<file path="config.mk">
export PLATFORM = sky130hd
export DESIGN_NAME = add64_seq
export DESIGN_NICKNAME = d
export VERILOG_FILES = /design/src/rtl/add64_seq.sv
export SDC_FILE = /design/constraint.sdc
export NUM_CORES = 1
export LEC_CHECK = 0
export ABC_AREA = 1
export BUFFER_PORTS_ARGS = -buffer_cell sky130_fd_sc_hd__buf_2
export CAP_MARGIN = 20
export CORE_MARGIN = 5
export CORE_UTILIZATION = 58
export CTS_BUF_LIST = sky130_fd_sc_hd__clkbuf_4
export DETAILED_ROUTE_END_ITERATION = 8
export PLACE_DENSITY = 0.9
export SKIP_LAST_GASP = 1
export SLEW_MARGIN = 25
export SYNTH_ARGS = -nofsm -noshare
export SYNTH_HDL_FRONTEND = slang
export SYNTH_SLANG_ARGS = --single-unit
</file>
<file path="constraint.sdc">
create_clock -name clk -period 18.7 [get_ports clk]
set_clock_uncertainty 0.2 [all_clocks]
set_input_delay 0.935 -clock clk [delete_from_list [all_inputs] [get_ports clk]]
set_output_delay 0.935 -clock clk [all_outputs]
set_load 0.01 [all_outputs]
</file>
<file path="src/rtl/add64_seq.sv">
`default_nettype none
// ============================================================================
// Module   : add64_seq
// Brief    : Sequences one 64-bit addition as two passes through an external
//            registered 32-bit adder stage (low half, then high half with the
//            low-half carry chained in). Operands and results move over
//            valid/ready handshakes.
// Revision : 1.0 - initial release
// ============================================================================
module add64_seq #(
    parameter int ADD_LAT = 2            // adder-stage latency in clk edges (1..15)
) (
    input  logic        clk,
    input  logic        rst,
    // operand handshake
    input  logic        in_valid,
    output logic        in_ready,
    input  logic [63:0] in_a,
    input  logic [63:0] in_b,
    input  logic        in_ci,
    // result handshake
    output logic        out_valid,
    input  logic        out_ready,
    output logic [63:0] out_sum,
    output logic        out_co,
    output logic        out_ovf,
    // adder-stage interface
    output logic [31:0] add_a,
    output logic [31:0] add_b,
    output logic        add_ci,
    input  logic [31:0] add_s,
    input  logic        add_co
);

    // Countdown reload value; four bits cover the whole legal latency range.
    localparam logic [3:0] c_LAT = 4'(ADD_LAT);

    typedef enum logic [1:0] {
        S_IDLE    = 2'd0,
        S_WAIT_LO = 2'd1,
        S_WAIT_HI = 2'd2,
        S_DONE    = 2'd3
    } state_t;

    state_t      r_state;
    logic [3:0]  r_cnt;
    logic [31:0] r_a_hi;     // upper operand halves, held until the high issue
    logic [31:0] r_b_hi;
    logic [31:0] r_sum_lo;   // low-half result awaiting the high half

    // Operands are accepted only while idle.
    assign in_ready = (r_state == S_IDLE);

    // Sequencer: issue low half, wait ADD_LAT+1 edges, issue high half with the
    // chained carry, wait again, then present the result until consumed.
    // The adder outputs are only looked at on the cnt==0 edges.
    always_ff @(posedge clk or posedge rst) begin
        if (rst) begin
            r_state   <= S_IDLE;
            r_cnt     <= '0;
            r_a_hi    <= '0;
            r_b_hi    <= '0;
            r_sum_lo  <= '0;
            out_valid <= 1'b0;
            out_sum   <= '0;
            out_co    <= 1'b0;
            out_ovf   <= 1'b0;
            add_a     <= '0;
            add_b     <= '0;
            add_ci    <= 1'b0;
        end else begin
            case (r_state)
                S_IDLE: begin
                    if (in_valid) begin
                        r_a_hi  <= in_a[63:32];
                        r_b_hi  <= in_b[63:32];
                        add_a   <= in_a[31:0];
                        add_b   <= in_b[31:0];
                        add_ci  <= in_ci;
                        r_cnt   <= c_LAT;
                        r_state <= S_WAIT_LO;
                    end
                end
                S_WAIT_LO: begin
                    if (r_cnt != 4'd0) begin
                        r_cnt <= r_cnt - 4'd1;
                    end else begin
                        r_sum_lo <= add_s;
                        add_a    <= r_a_hi;
                        add_b    <= r_b_hi;
                        add_ci   <= add_co;   // carry out of bit 31 feeds the high half
                        r_cnt    <= c_LAT;
                        r_state  <= S_WAIT_HI;
                    end
                end
                S_WAIT_HI: begin
                    if (r_cnt != 4'd0) begin
                        r_cnt <= r_cnt - 4'd1;
                    end else begin
                        out_sum   <= {add_s, r_sum_lo};
                        out_co    <= add_co;
                        // Signed overflow: like-signed operands give an unlike-signed sum.
                        out_ovf   <= (r_a_hi[31] == r_b_hi[31]) && (add_s[31] != r_a_hi[31]);
                        out_valid <= 1'b1;
                        r_state   <= S_DONE;
                    end
                end
                S_DONE: begin
                    if (out_ready) begin
                        out_valid <= 1'b0;
                        r_state   <= S_IDLE;
                    end
                end
                default: r_state <= S_IDLE;
            endcase
        end
    end

endmodule
`default_nettype wire

</file>
==> results.py, run 1 <==
metrics = {
    "outcome": {
        "status": "finished clean",
    },
    "clock_tree": {
        "root_buffer": "clkbuf_4",
        "postCtsHoldBufs": 0,
        "cts_num_sinks": 234,
        "clockBufferDepth": 3,
        "htreeDepth": 2,
        "clk_pin_slew_ps": 70,
        "cts_tree": "done",
        "post_cts_resized": 0,
        "cts_setup_buffers": 0,
        "cts_buffers": 59,
        "clock_latency_ps": 660,
    },
    "placed_design": {
        "dp_hpwl_um": 17700,
        "portBuffers": 298,
        "place_congestion": 0.843,
        "dp.cells": 1553,
    },
    "drt": {
        "antenna_left": 0,
        "drc": 0,
        "vias_per_cell": 5.16,
        "routed-via-count": 8502,
        "firstDrtPassIters": 5,
        "drt-total-wl_um": 26200,
        "wl_per_cell_um": 15.9,
        "drt_iter0_markers": 447,
    },
    "logic_synthesis": {
        "synth_simple_gate_area_share_pct": 18.5,
        "postSynthRegisterBits": 234,
        "synth_area_um2": 10000,
        "avgSynthCellArea_um2": 9.21,
        "synth_top_family_by_area": "simple AND/OR/NAND/NOR gates",
        "synthMuxAreaShare_pct": 6.97,
        "synth_xor_xnor_area_share_pct": 0,
        "synth_fp_nets": 1262,
        "ys_warn_count": 0,
        "synth-compound-area-share_pct": 7.21,
        "synth_cell_type_count": 22,
        "synthAdderAreaFrac_pct": 0.999,
        "synthCells": 1088,
        "ys_seq_area_share_pct": 58.5,
    },
    "finish": {
        "layout_common_cells": "379 x nand2_1, 298 x buf_2, 234 x dfrtp_1",
        "drive_gt1_share_pct": 32.7,
        "fin_util_pct": 71.7,
        "area_growth_pct": 22.4,
        "stdcell_count": 1649,
        "layout_commonest_cell": "nand2_1",
        "final_nets": 1563,
    },
    "timing": {
        "setup_tns_ps": 0,
        "fin_crit_sh_pct": 20.1,
        "tightest_slew_ps": 1010,
        "timing.final.crit_period_ps": 3770,
        "report.final.hold_viol_count": 0,
        "drv_slew": 0,
        "rsz0062_at_grt": "no",
        "setup_viol": 0,
        "slew_headroom_pct": 32.6,
        "timing.fmax_mhz": 266,
    },
    "global_routing": {
        "grt_max_degree": 154,
        "met2_usage_pct": 43.8,
        "track_usage_pct": 26.1,
        "antenna_found_initial": 3,
        "grt.met3_usage_pct": 7.35,
        "first_global_vias": 8860,
        "top_usage_layer": "met2",
        "grt_overflow_total": 0,
        "grt_pass1_wl_um": 42500,
        "met1_usage_pct": 31.2,
    },
    "floorplanning": {
        "die_w_um": 141,
        "die_h_um": 141,
        "row_count": 48,
        "coreArea_um2": 17100,
        "start_util_pct": 58.5,
        "ioPinCount": 299,
        "die_area_um2": 20000,
    },
    "critical_path": {
        "rr_endpoint": "add_a[5]$_DFFE_PP0P_",
        "worstSetupPathType": "flip-flop to flip-flop",
        "crit_slowest_cell": "buf_4",
        "arrival_ps": 4090,
        "critical_path.top_delay_family": "simple AND/OR/NAND/NOR gates",
        "path_buf_inv": 3,
        "crit_path_max_incr_delay_ps": 600,
        "crit_path_start_kind": "flip-flop",
        "cp.depth": 9,
        "reg2reg_slack_ps": 14930,
        "reg2reg_depth": 9,
        "worstPathRequired_ps": 19020,
        "critPathCaptureType": "flip-flop",
        "crit_fanout": 66,
        "cp_cell_sequence": "inv_1 > ha_4 > nand3_4 > o21ai_4 > buf_4 > nand2_2 > buf_4 > nand2_1 > nand2_1",
        "worstReg2RegStart": "r_state[1]$_DFFE_PP0P_",
    },
    "pwr": {
        "p_per_area_nw_per_um2": 181,
        "swShare_pct": 39.9,
        "peakVddDrop_v": 0.000108,
        "leakage_nw": 6.88,
        "power_frac_clock_pct": 19.0,
        "total_power_mw": 2.23,
        "p_switching_uw": 888,
        "power.combinational.fraction_pct": 40.7,
        "p_int_mw": 1.34,
        "p_seq_share_pct": 40.3,
    },
    "flow_run": {
        "maxCapViolCount": 0,
    },
    "hold_path": {
        "holdCritPathClass": "input pin to async pin",
    },
}
synthesized netlist by cell type:
cell	count	share of area [%]
nor2_2	1	0.062
nand3_1	74	3.7
inv_1	111	4.2
a21oi_1	6	0.30
dfrtp_1	234	58
a21boi_0	1	0.075
buf_6	6	0.67
or2_2	1	0.062
clkinv_1	1	0.037
nand3_2	1	0.10
clkbuf_1	13	0.49
o21a_1	1	0.075
o21bai_1	1	0.075
o21ai_2	1	0.087
buf_2	36	1.8
nand2_1	381	14
o211ai_1	2	0.15
ha_1	8	1.0
o21ai_0	129	6.4
nor2_1	9	0.34
buf_4	9	0.67
mux2_2	62	7.0
area by class of cell:
cell class,instances,area [µm²]
flip-flops and latches,234,5860
fillers,1269,4850
multi-input cells,678,3420
repair buffers,304,1540
clock buffers,85,638
inverters,112,434
well taps,225,282
clock inverters,8,86.3
diodes,3,7.51
through the flow:
stage	instance area, µm²	worst slack (ps)	hold WS [ps]
floorplan	10000	11150	242
detailed placement	11500	14610	253
finish	12300	14930	226
CTS	12200	14540	242
global route	12300	14610	245
global placement	11500	14740	249
cell families (layout without fill, tap and decap cells):
| kind of cell | after synthesis | after routing |
|---|---|---|
| other | 0 | 3 |
| muxes | 62 | 62 |
| and+or+nand+nor | 467 | 467 |
| adders and majority gates | 8 | 8 |
| DFF | 234 | 234 |
| AOI/OAI and AO/OA | 141 | 141 |
| buffers and inverters | 176 | 509 |
worst reg2reg max path, cell delays in order, from the launching register on:
cell and delay [ps]:
dfrtp_1 430, inv_1 150, ha_4 380, nand3_4 570, o21ai_4 190, buf_4 600
nand2_2 510, buf_4 420, nand2_1 150, nand2_1 50
worst max path at each step:
| stage | from | to | slack, ps |
|---|---|---|---|
| 2_1_floorplan | rst | add_a[0]$_DFFE_PP0P_ | 11150 |
| 3_3_place_gp | r_state[1]$_DFFE_PP0P_ | add_a[7]$_DFFE_PP0P_ | 14740 |
| 3_5_place_dp | r_state[1]$_DFFE_PP0P_ | add_b[20]$_DFFE_PP0P_ | 14610 |
| 4_1_cts | r_state[1]$_DFFE_PP0P_ | add_a[5]$_DFFE_PP0P_ | 14540 |
| 5_1_grt | r_state[1]$_DFFE_PP0P_ | add_b[28]$_DFFE_PP0P_ | 14610 |
| 6_report | r_state[1]$_DFFE_PP0P_ | add_a[5]$_DFFE_PP0P_ | 14930 |
per-layer routing:
layer	share of wire, %	wire (µm)	vias up
li1	-	-	4052
met2	51	13300	389
met3	8.7	2270	77
met1	37	9760	3984
met5	0	0	-
met4	3.6	942	0
sequential cells by signal, summed over array words and instances, names as in the netlist:
name	count
r_sum_lo	32
add_a	32
add_b	32
out_co	1
out_ovf	1
r_cnt	4
r_b_hi	32
out_valid	1
out_sum	64
add_ci	1
r_a_hi	32
r_state	2
power by group through the flow:
stage               Sequential, mW  Combinational (mW)  Clock, mW
CTS                          0.893               0.912      0.434
floorplan                    0.936               0.574          0
global placement             0.887               0.862          0
finish                       0.897               0.907      0.422
global route                 0.924                1.02      0.462
detailed placement           0.897               0.904          0
(Power assumes the default switching activity.)
==> inputs of run 2 (changes only) <==
ABC_AREA = 0   (was 1)
CORE_UTILIZATION = 48   (was 58)
PLACE_DENSITY = 0.8   (was 0.9)
clock period = 3.07 ns   (was 18.7 ns; I/O delays follow)
==> run 2 against run 1 <==
  * Sequential cell count unchanged
  * Setup slack got worse by 15000 ps
  * Non-clock buffer count increased by 192
  * Wire length increased by 12%
  * First-iteration DRC count decreased by 21%
  * Critical path depth decreased by 1
  * Clock power increased to 5.8 times the previous value
  * Sequential share of layout area decreased by 6.2 points
  * Hold slack got worse by 160 ps
  * Via count decreased by 6.2%
  * Synthesized area decreased by 2.4%
  * Sequential power increased to 6.3 times the previous value
  * Critical path type unchanged
==> results.py, run 2 <==
metrics = {
    "global_routing": {
        "first_global_vias": 8756,
        "grt_overflow_total": 0,
        "grt_pass1_wl_um": 47200,
        "antenna_found_initial": 0,
        "track_usage_pct": 24.6,
        "grt_max_degree": 110,
    },
    "pwr": {
        "p_per_area_nw_per_um2": 1060,
        "leakage_nw": 6.35,
        "peakVddDrop_v": 0.000614,
        "total_power_mw": 15.0,
    },
    "critical_path": {
        "crit_end": "add_b[31]$_DFFE_PP0P_",
        "crit_fanout": 54,
        "crit_slowest_cell": "dlygate4sd3_1",
        "worstSetupPathType": "flip-flop to flip-flop",
        "crit_path_start_kind": "flip-flop",
        "reg2reg_slack_ps": 210,
        "cp_cell_sequence": "inv_1 > ha_4 > buf_16 > nor3b_1 > dlygate4sd3_1 > o22ai_1 > dlygate4sd3_1 > o311a_1",
        "cpMostUsedCell": "dlygate4sd3_1",
        "critical_path.top_delay_family": "buffers and inverters",
        "rr_endpoint": "add_b[31]$_DFFE_PP0P_",
        "worstReg2RegStart": "r_state[1]$_DFFE_PP0P_",
        "worstPathRequired_ps": 3400,
        "path_buf_inv": 4,
        "cp.depth": 8,
        "crit_path_max_incr_delay_ps": 590,
        "reg2reg_depth": 8,
        "cp-startpoint": "r_state[1]$_DFFE_PP0P_",
        "critPathCaptureType": "flip-flop",
        "arrival_ps": 3190,
    },
    "timing": {
        "timing.final.crit_period_ps": 2860,
        "slew_headroom_pct": 58.5,
        "report.final.hold_viol_count": 0,
        "fin_crit_sh_pct": 93.1,
        "timing.fmax_mhz": 350,
        "worst_hold_slack_ps": 67.0,
        "rsz0062_at_grt": "no",
        "drv_slew": 0,
        "tightest_slew_ps": 622,
        "setup_viol": 0,
    },
    "floorplanning": {
        "coreArea_um2": 20200,
        "die_area_um2": 23300,
        "row_count": 52,
        "ioPinCount": 299,
        "die_h_um": 153,
        "start_util_pct": 48.5,
        "die_w_um": 153,
    },
    "drt": {
        "antenna_left": 0,
        "vias_per_cell": 5.37,
        "firstDrtPassIters": 4,
        "drc": 0,
        "drt_iter0_markers": 351,
        "drt-total-wl_um": 29300,
        "wl_per_cell_um": 19.7,
        "routed-via-count": 7971,
    },
    "logic_synthesis": {
        "synthFlopType": "dfrtp_1",
        "ys_warn_count": 0,
        "netlist.area_leader.share_pct": 59.9,
        "postSynthRegisterBits": 234,
        "synthCells": 677,
        "async_reset_ff_share_pct": 100,
        "synth_fp_nets": 851,
        "synth_area_um2": 9780,
        "synth_area_leaders": "dfrtp_1 60%, mux2_2 19%, o22ai_1 4.2%",
        "synth_common_cells": "234 x dfrtp_1, 165 x mux2_2, 65 x o22ai_1",
        "yosysMostFrequentCell": "dfrtp_1",
        "synth_cell_type_count": 36,
        "avgSynthCellArea_um2": 14.4,
        "synth_edf_count": 0,
        "ys_seq_area_share_pct": 59.9,
        "yosysTopAreaCell": "dfrtp_1",
    },
    "finish": {
        "drive_gt1_share_pct": 48.9,
        "largest_register_ffs": 64,
        "antenna_cells": 0,
        "layout_common_cells": "298 x buf_2, 234 x dfrtp_1, 186 x dlygate4sd3_1",
        "final_nets": 1356,
        "area_growth_pct": 44.3,
        "num-fill-cells": 1316,
        "top_register": "out_sum",
        "layout_commonest_cell": "buf_2",
    },
    "clock_tree": {
        "cts_num_sinks": 234,
        "root_buffer": "clkbuf_4",
        "clockBufferDepth": 3,
        "htreeDepth": 2,
        "clock_latency_ps": 670,
        "cts_buffers": 59,
        "clk_pin_slew_ps": 70,
        "cts_setup_buffers": 0,
        "cts_tree": "done",
    },
    "hold_path": {
        "holdCritPathClass": "input pin to flip-flop",
    },
    "placed_design": {
        "place_congestion": 0.838,
        "dp_hpwl_um": 16300,
        "portBuffers": 298,
    },
    "flow_run": {
        "maxCapViolCount": 0,
    },
    "outcome": {
        "status": "finished clean",
    },
}
[run 2: worst min path at each step]
stage	from	endpoint	slack, ps	cells past startpoint
2_1_floorplan	add_s[0]	r_sum_lo[0]$_DFFE_PP0P_	100	1
3_3_place_gp	rst	out_sum[53]$_DFFE_PP0P_	40	2
3_5_place_dp	rst	out_sum[49]$_DFFE_PP0P_	40	2
4_1_cts	in_b[60]	r_b_hi[28]$_DFFE_PP0P_	2	3
5_1_grt	in_b[62]	r_b_hi[30]$_DFFE_PP0P_	20	3
6_report	in_b[46]	r_b_hi[14]$_DFFE_PP0P_	70	3
[run 2: worst min-delay path, stage by stage]
cell	delay, ps
dlygate4sd3_1	530
buf_2	100
mux2_2	130
[run 2: metrics by stage]
| step | setup WS, ps | area [µm²] | TNS (ps) | utilization [%] | cells |
|---|---|---|---|---|---|
| finish | 212 | 14100 | 0 | 69.9 | 1483 |
| global route | 69.7 | 14100 | 0 | 69.9 | 1483 |
| detailed placement | 711 | 11500 | 0 | 57.2 | 1204 |
| global placement | 768 | 11500 | 0 | 57.2 | 1204 |
| floorplan | -347 | 9780 | -81290 | - | 677 |
| CTS | 88.5 | 14100 | 0 | 69.7 | 1481 |
[run 2: per-layer routing]
layer  up-vias  wire [µm]  track usage [%]
met3        67       2520             7.90
met1      3928      11300             30.3
li1       3553          -                -
met2       423      14600             41.0
met4         0        849             8.32
met5         -          0                0
[run 2: power breakdown]
group / internal [mW] / switching [mW]
Clock: 1.23 / 1.21
Sequential: 4.70 / 0.943
Combinational: 3.59 / 3.28
[run 2: cell type report]
class	count	area, µm²	share of cell area, %
Clock buffer	84	631	4.47
Clock inverter	8	38.8	0.275
Inverter	9	37.5	0.266
Multi-Input combinational cell	382	3650	25.9
Sequential cell	234	5860	41.5
Tap cell	270	338	2.39
Timing Repair Buffer	496	3560	25.2
[run 2: logic make-up (layout without fill, tap and decap cells)]
logic type,count (synthesis),count (layout),share of synthesized area [%]
DFF,234,234,59.9
AOI/OAI and AO/OA,146,146,12.6
muxes,166,166,19.2
buffers and inverters,61,597,3.25
and+or+nand+nor,62,62,4.07
adders and majority gates,8,8,1.02
[run 2: repair_timing]
action,CTS,global route
endpoints found under the setup margin,0,3
endpoints found under the hold margin,436,1
hold buffers,185,1
gates resized for setup,0,1
